$ cat config.mk
export PLATFORM = sky130hd
export DESIGN_NAME = pc_seq_ctrl_flat
export DESIGN_NICKNAME = d
export VERILOG_FILES = /design/src/rtl/pc_pkg.sv /design/src/rtl/pc_seq_ctrl_if.sv /design/src/rtl/pc_next_mux.sv /design/src/rtl/pc_seq_ctrl.sv /design/src/flat_wrapper.sv
export SDC_FILE = /design/constraint.sdc
export NUM_CORES = 1
export LEC_CHECK = 0
export ABC_AREA = 0
export CORE_ASPECT_RATIO = 0.9
export CORE_UTILIZATION = 45
export DETAILED_ROUTE_END_ITERATION = 10
export PLACE_DENSITY = 0.77
export SLEW_MARGIN = 10
export SYNTH_ARGS = -nofsm -noshare
export SYNTH_HDL_FRONTEND = slang
export SYNTH_SLANG_ARGS = --single-unit
$ cat constraint.sdc
create_clock -name clk -period 2.86 [get_ports clk]
set_clock_uncertainty 0.15 [all_clocks]
set_input_delay 0.572 -clock clk [delete_from_list [all_inputs] [get_ports clk]]
set_output_delay 0.572 -clock clk [all_outputs]
set_load 0.02 [all_outputs]
$ cat src/rtl/pc_pkg.sv
// Shared constants and types for the PC sequencing controller.
package pc_pkg;

  // Next-PC source encodings.
  localparam logic [1:0] JMP_SEQ = 2'b00;
  localparam logic [1:0] JMP_REL = 2'b01;
  localparam logic [1:0] JMP_REG = 2'b10;
  localparam logic [1:0] JMP_ILL = 2'b11;

  // Controller state encoding.
  localparam logic [1:0] ST_RUN      = 2'd0;
  localparam logic [1:0] ST_MUL_WAIT = 2'd1;
  localparam logic [1:0] ST_MUL_DONE = 2'd2;

  typedef enum logic [1:0] {
    S_RUN      = ST_RUN,
    S_MUL_WAIT = ST_MUL_WAIT,
    S_MUL_DONE = ST_MUL_DONE
  } pc_state_e;

  // Sequential instruction step in bytes.
  localparam logic [31:0] PC_STEP = 32'd4;

endpackage

$ cat src/rtl/pc_seq_ctrl_if.sv
// Bundle of the stall, jump, multiplier and PC lines around the controller.
interface pc_seq_ctrl_if;
  logic        icache_stall;
  logic        dcache_stall;
  logic        is_mul;
  logic [1:0]  jump_signal;
  logic [31:0] jump_addr;
  logic [31:0] read_data;
  logic        mul_ready;
  logic [31:0] pc;
  logic        mul_valid;
  logic        mul_wb;
  logic        pipe_stall;
  logic        illegal_jump;
  logic        mul_timeout;

  // Core side: drives decode/stall information, consumes PC and control.
  modport master (
    output icache_stall, dcache_stall, is_mul, jump_signal, jump_addr,
           read_data, mul_ready,
    input  pc, mul_valid, mul_wb, pipe_stall, illegal_jump, mul_timeout
  );

  // Controller side.
  modport slave (
    input  icache_stall, dcache_stall, is_mul, jump_signal, jump_addr,
           read_data, mul_ready,
    output pc, mul_valid, mul_wb, pipe_stall, illegal_jump, mul_timeout
  );
endinterface

$ cat src/rtl/pc_next_mux.sv
// Combinational next-PC selector for the non-multiply, non-stalled path.
module pc_next_mux
  import pc_pkg::*;
#(
  parameter logic [31:0] TRAP_PC = 32'h0000_0000
) (
  input  logic [31:0] pc,
  input  logic [1:0]  jump_signal,
  input  logic [31:0] jump_addr,
  input  logic [31:0] read_data,
  output logic [31:0] next_pc
);

  // All additions wrap modulo 2^32; only the register target drops bit 0.
  always_comb begin
    next_pc = pc + PC_STEP;
    case (jump_signal)
      JMP_SEQ: next_pc = pc + PC_STEP;
      JMP_REL: next_pc = pc + jump_addr;
      JMP_REG: next_pc = read_data & ~32'd1;
      JMP_ILL: next_pc = TRAP_PC;
      default: next_pc = pc + PC_STEP;
    endcase
  end

endmodule

$ cat src/rtl/pc_seq_ctrl.sv
// PC register and sequencing FSM: jumps, memory stalls and the
// multi-cycle multiplier issue / wait / write-back handshake.
module pc_seq_ctrl
  import pc_pkg::*;
#(
  parameter logic [31:0] RESET_PC    = 32'h0000_0000,
  parameter logic [31:0] TRAP_PC     = 32'h0000_0000,
  parameter int          MUL_TIMEOUT = 64
) (
  input  logic          clk,
  input  logic          rst,
  pc_seq_ctrl_if.slave  bus
);

  localparam logic [7:0] CNT_LAST = 8'(MUL_TIMEOUT - 1);

  logic        mem_stall;
  pc_state_e   state_reg;
  logic [31:0] pc_reg;
  logic [31:0] next_pc;
  logic [7:0]  wait_cnt_reg;
  logic        timeout_reg;

  assign mem_stall = bus.icache_stall | bus.dcache_stall;

  pc_next_mux #(
    .TRAP_PC (TRAP_PC)
  ) u_next_mux (
    .pc          (pc_reg),
    .jump_signal (bus.jump_signal),
    .jump_addr   (bus.jump_addr),
    .read_data   (bus.read_data),
    .next_pc     (next_pc)
  );

  // Single-cycle pulses decoded from the current state; suppressed in reset
  // so no spurious start/write-back can leak out while the FSM is cleared.
  always_comb begin
    bus.mul_valid    = 1'b0;
    bus.illegal_jump = 1'b0;
    bus.mul_wb       = 1'b0;
    if (!rst && !mem_stall) begin
      if (state_reg == S_RUN) begin
        bus.mul_valid    = bus.is_mul;
        bus.illegal_jump = !bus.is_mul && (bus.jump_signal == JMP_ILL);
      end
      bus.mul_wb = (state_reg == S_MUL_DONE);
    end
    bus.pipe_stall = mem_stall || (state_reg != S_RUN) || bus.is_mul;
  end

  assign bus.pc          = pc_reg;
  assign bus.mul_timeout = timeout_reg;

  // PC register, multiplier handshake FSM, wait counter and sticky timeout.
  always_ff @(posedge clk) begin
    if (rst) begin
      pc_reg       <= RESET_PC;
      state_reg    <= S_RUN;
      wait_cnt_reg <= 8'd0;
      timeout_reg  <= 1'b0;
    end else begin
      case (state_reg)
        S_RUN: begin
          if (!mem_stall) begin
            if (bus.is_mul) begin
              state_reg    <= S_MUL_WAIT;
              wait_cnt_reg <= 8'd0;
            end else begin
              pc_reg <= next_pc;
            end
          end
        end
        S_MUL_WAIT: begin
          // Memory stalls are irrelevant here: the PC is already frozen.
          wait_cnt_reg <= wait_cnt_reg + 8'd1;
          if (bus.mul_ready) begin
            state_reg <= S_MUL_DONE;
          end else if (wait_cnt_reg == CNT_LAST) begin
            timeout_reg <= 1'b1;
            state_reg   <= S_MUL_DONE;
          end
        end
        S_MUL_DONE: begin
          if (!mem_stall) begin
            pc_reg    <= pc_reg + PC_STEP;
            state_reg <= S_RUN;
          end
        end
        default: state_reg <= S_RUN;
      endcase
    end
  end

endmodule

$ cat src/flat_wrapper.sv
// flat-port wrapper written by rule: the top's interface ports become plain ports
module pc_seq_ctrl_flat import pc_pkg::*;
#(
  parameter logic [31:0] RESET_PC    = 32'h0000_0000,
  parameter logic [31:0] TRAP_PC     = 32'h0000_0000,
  parameter int          MUL_TIMEOUT = 64
)
  (clk, rst, bus_icache_stall, bus_dcache_stall, bus_is_mul, bus_jump_signal, bus_jump_addr, bus_read_data, bus_mul_ready, bus_pc, bus_mul_valid, bus_mul_wb, bus_pipe_stall, bus_illegal_jump, bus_mul_timeout);
  pc_seq_ctrl_if bus_i ();
  input  logic clk;
  input  logic rst;
  input wire logic [$bits(bus_i.icache_stall)-1:0] bus_icache_stall;
  input wire logic [$bits(bus_i.dcache_stall)-1:0] bus_dcache_stall;
  input wire logic [$bits(bus_i.is_mul)-1:0] bus_is_mul;
  input wire logic [$bits(bus_i.jump_signal)-1:0] bus_jump_signal;
  input wire logic [$bits(bus_i.jump_addr)-1:0] bus_jump_addr;
  input wire logic [$bits(bus_i.read_data)-1:0] bus_read_data;
  input wire logic [$bits(bus_i.mul_ready)-1:0] bus_mul_ready;
  output wire logic [$bits(bus_i.pc)-1:0] bus_pc;
  output wire logic [$bits(bus_i.mul_valid)-1:0] bus_mul_valid;
  output wire logic [$bits(bus_i.mul_wb)-1:0] bus_mul_wb;
  output wire logic [$bits(bus_i.pipe_stall)-1:0] bus_pipe_stall;
  output wire logic [$bits(bus_i.illegal_jump)-1:0] bus_illegal_jump;
  output wire logic [$bits(bus_i.mul_timeout)-1:0] bus_mul_timeout;
  assign bus_i.icache_stall = bus_icache_stall;
  assign bus_i.dcache_stall = bus_dcache_stall;
  assign bus_i.is_mul = bus_is_mul;
  assign bus_i.jump_signal = bus_jump_signal;
  assign bus_i.jump_addr = bus_jump_addr;
  assign bus_i.read_data = bus_read_data;
  assign bus_i.mul_ready = bus_mul_ready;
  assign bus_pc = bus_i.pc;
  assign bus_mul_valid = bus_i.mul_valid;
  assign bus_mul_wb = bus_i.mul_wb;
  assign bus_pipe_stall = bus_i.pipe_stall;
  assign bus_illegal_jump = bus_i.illegal_jump;
  assign bus_mul_timeout = bus_i.mul_timeout;
  pc_seq_ctrl #(.RESET_PC(RESET_PC), .TRAP_PC(TRAP_PC), .MUL_TIMEOUT(MUL_TIMEOUT)) u_core (.clk(clk), .rst(rst), .bus(bus_i));
endmodule
==> results.yml <==
status:
  outcome: "finished clean"
critical_path:
  cp.required_ps: 2900
  cpPeakStageDelay_ps: 450
  crit_fanout: 4
  critPathBufInv: 3
  start_kind: "input pin"
  cp-end-kind: "flip-flop"
  cp_slowest_cell: "a311oi_4"
  path_cells: "clkdlybuf4s15_1, ha_4, and3_4, and3_4, o2111ai_4, a311oi_4, buf_4, nor2_2, buf_4, o21bai_1, xnor2_1, a21oi_1"
  arrival_ps: 2860
  worstSetupPathType: "in2reg"
  crit_family: "compound AO/OA/AOI/OAI gates"
cts:
  hold_buffers: 0
  cts_buffer_depth: 2
  cts_tree: "yes"
  insertion_delay_ps: 320
  cts_max_level: 2
  path_clk_slew_ps: 110
  numCtsBuffers: 5
  root_buffer: "clkbuf_8"
  clock-sinks: 43
logic_synthesis:
  synthFlopType: "dfxtp_1"
  seq_area_frac_synth_pct: 19.29
  synth_common_cells: "a21oi_1, nor2_1, nand2_1, o21ai_0, dfxtp_1"
  ys_types: 74
  netlist_area_mm2: 0.004462
  synth_area_leaders: "dfxtp_1, ha_1, a21oi_1, o21ai_0, nor2_1"
  ys_ff_latch: 43
  syn_inst: 625
  synth.most_common_cell: "a21oi_1"
  synth_top_area_share_pct: 19.29
  synth_edf_count: 0
  synth.net_count: 731
  synth-async-reset-ratio_pct: 0
  yosys.area.top_type: "dfxtp_1"
  synth.avg_cell_area_um2: 7.139
  synth_warnings: 0
timing:
  report.final.slew_viol_count: 0
  final.min_clock_period_ps: 2815
  final.setup.worst_slack_ps: 45.25
  tns_ps: 0
  final-setup-viol-count: 0
  hold_viol: 0
  max_freq_mhz: 355.3
  post-route-period-util_pct: 98.42
  worst_slew_pin_slew_ps: 499.8
  slew_headroom_pct: 66.68
die:
  rows: 34
  dieWidth_um: 107.0
  dieArea_mm2: 0.01032
  pin_count: 109
  die_h_um: 96.47
  core_region_area_mm2: 0.009657
  start_util_pct: 46.20
cells_and_area:
  diodes: 0
  final_core_util_pct: 73.45
  nets: 935
  largest_reg_flops: 32
  drive_gt1_share_pct: 26.14
  n_fill_cell: 708
  syn_to_final_growth_pct: 58.97
pwr:
  power.density_mw_per_mm2: 265.3
  leakage_nw: 2.922
  vdd_ir_drop_max_mv: 0.1859
detailed_routing:
  ant_nets: 0
  drt_iter0_markers: 778
  drc: 0
  viasPerCell: 6.571
  routed_wl_mm: 19.16
  dr.pass1.iters: 6
  wl_per_cell_um: 20.04
  vias: 6282
place:
  dp_hpwl_mm: 13.27
  post-place-ws_ps: -793.4
  portBuffers: 107
  finalWeightedCongestion: 0.9741
global_routing:
  grt_remaining_overflow: 0
  grt_pass1_wl_mm: 27.95
  grt_pass1_vias: 5703
  antenna_found_initial: 0
  grt_usage_pct: 34.13
  grt_max_degree: 42
job:
  drv_cap: 0
min_path:
  min_path_type: "reg2reg"
[final timing paths]
| kind | startpoint | to | slack, ps | depth (start not counted) |
|---|---|---|---|---|
| hold / removal | u_core.bus.mul_timeout | u_core.bus.mul_timeout | 340 | 2 |
| setup / recovery | bus_jump_addr[7] | u_core.bus.pc[25] | 50 | 12 |
| hold reg to reg | u_core.bus.mul_timeout | u_core.bus.mul_timeout | 340 | 2 |
| setup reg to reg | u_core.bus.pc[1] | u_core.bus.pc[9] | 90 | 10 |
[worst reg2reg max path, stage by stage (launching register included)]
cell      delay, ps
dfxtp_1         400
ha_1            270
a21o_1          190
and4_4          180
buf_6           120
o21ai_4         120
a21boi_2         90
o211a_1         260
or4_4           500
a32oi_2         260
o31ai_1         100
[cells in the final DEF (no fill, tap or decap), types with 4 or more instances in the layout]
| master | n |
|---|---|
| a211oi_1 | 6 |
| a21o_1 | 16 |
| a21oi_1 | 59 |
| a21oi_2 | 7 |
| a221oi_1 | 9 |
| a31oi_1 | 14 |
| and2_4 | 4 |
| and3_1 | 9 |
| and3_4 | 4 |
| buf_4 | 120 |
| clkbuf_2 | 4 |
| clkbuf_8 | 5 |
| clkdlybuf4s50_1 | 87 |
| dfxtp_1 | 43 |
| dlygate4sd2_1 | 5 |
| dlymetal6s2s_1 | 10 |
| ha_1 | 17 |
| ha_4 | 15 |
| inv_1 | 12 |
| nand2_1 | 49 |
| nand2b_1 | 5 |
| nand3_1 | 29 |
| nand4_1 | 12 |
| nor2_1 | 55 |
| nor2_2 | 4 |
| nor3_1 | 27 |
| o211ai_1 | 4 |
| o21a_1 | 4 |
| o21ai_0 | 46 |
| o21bai_1 | 4 |
| o31ai_1 | 4 |
| or2_2 | 7 |
| or3_1 | 8 |
| xnor2_1 | 12 |
| xor2_1 | 15 |
[metal layers]
metal | global-route usage [%] | routed length [µm] | share of wire, % | vias to the layer above
met4 | 15.98 | 1066 | 5.6 | 0
met2 | 57.26 | 8592 | 45 | 532
li1 | - | - | - | 2791
met1 | 42.90 | 7333 | 38 | 2822
met5 | 0 | 0 | 0 | -
met3 | 5.902 | 2170 | 11 | 137
[what timing repair did]
action                     in CTS  in global routing
pin swaps                      19                 35
resized for setup              61                 62
setup buffers                   5                 11
setup endpoints to repair      27                 22
[power breakdown]
part / total [mW] / switching [mW] / internal [mW]
clock network: 0.442 / 0.262 / 0.180
logic: 0.791 / 0.404 / 0.387
registers: 0.648 / 0.0310 / 0.617
total: 1.88 / 0.697 / 1.18
[logic make-up after synthesis]
group	synth area share [%]
buffers and inverters	3.842
AND/OR/NAND/NOR	26.87
AO/OA/AOI/OAI	34.55
XOR/XNOR	5.300
multiplexers	0.4487
adder cells (fa/ha/maj)	9.703
flip-flops	19.29
[through the flow]
stage               total power, mW  instances  area [µm²]  hold slack [ps]
finish                        1.882        956        7093            340.5
global route                  1.954        956        7093            364.3
CTS                           1.794        946        6750            344.9
detailed placement            1.328        934        6386            317.4
global placement              1.310        934        6386            295.6
floorplan                    0.9888        625        4462            321.3
[layout make-up]
type | instances | area, µm² | area share (%)
inverters | 13 | 48.80 | 0.6880
well taps | 126 | 157.7 | 2.223
multi-input cells | 537 | 3938 | 55.51
repair buffers | 229 | 1993 | 28.10
clock buffers | 5 | 68.82 | 0.9702
clock inverters | 3 | 26.28 | 0.3704
flip-flops and latches | 43 | 860.8 | 12.14
Power figures use the tool's default switching activity.
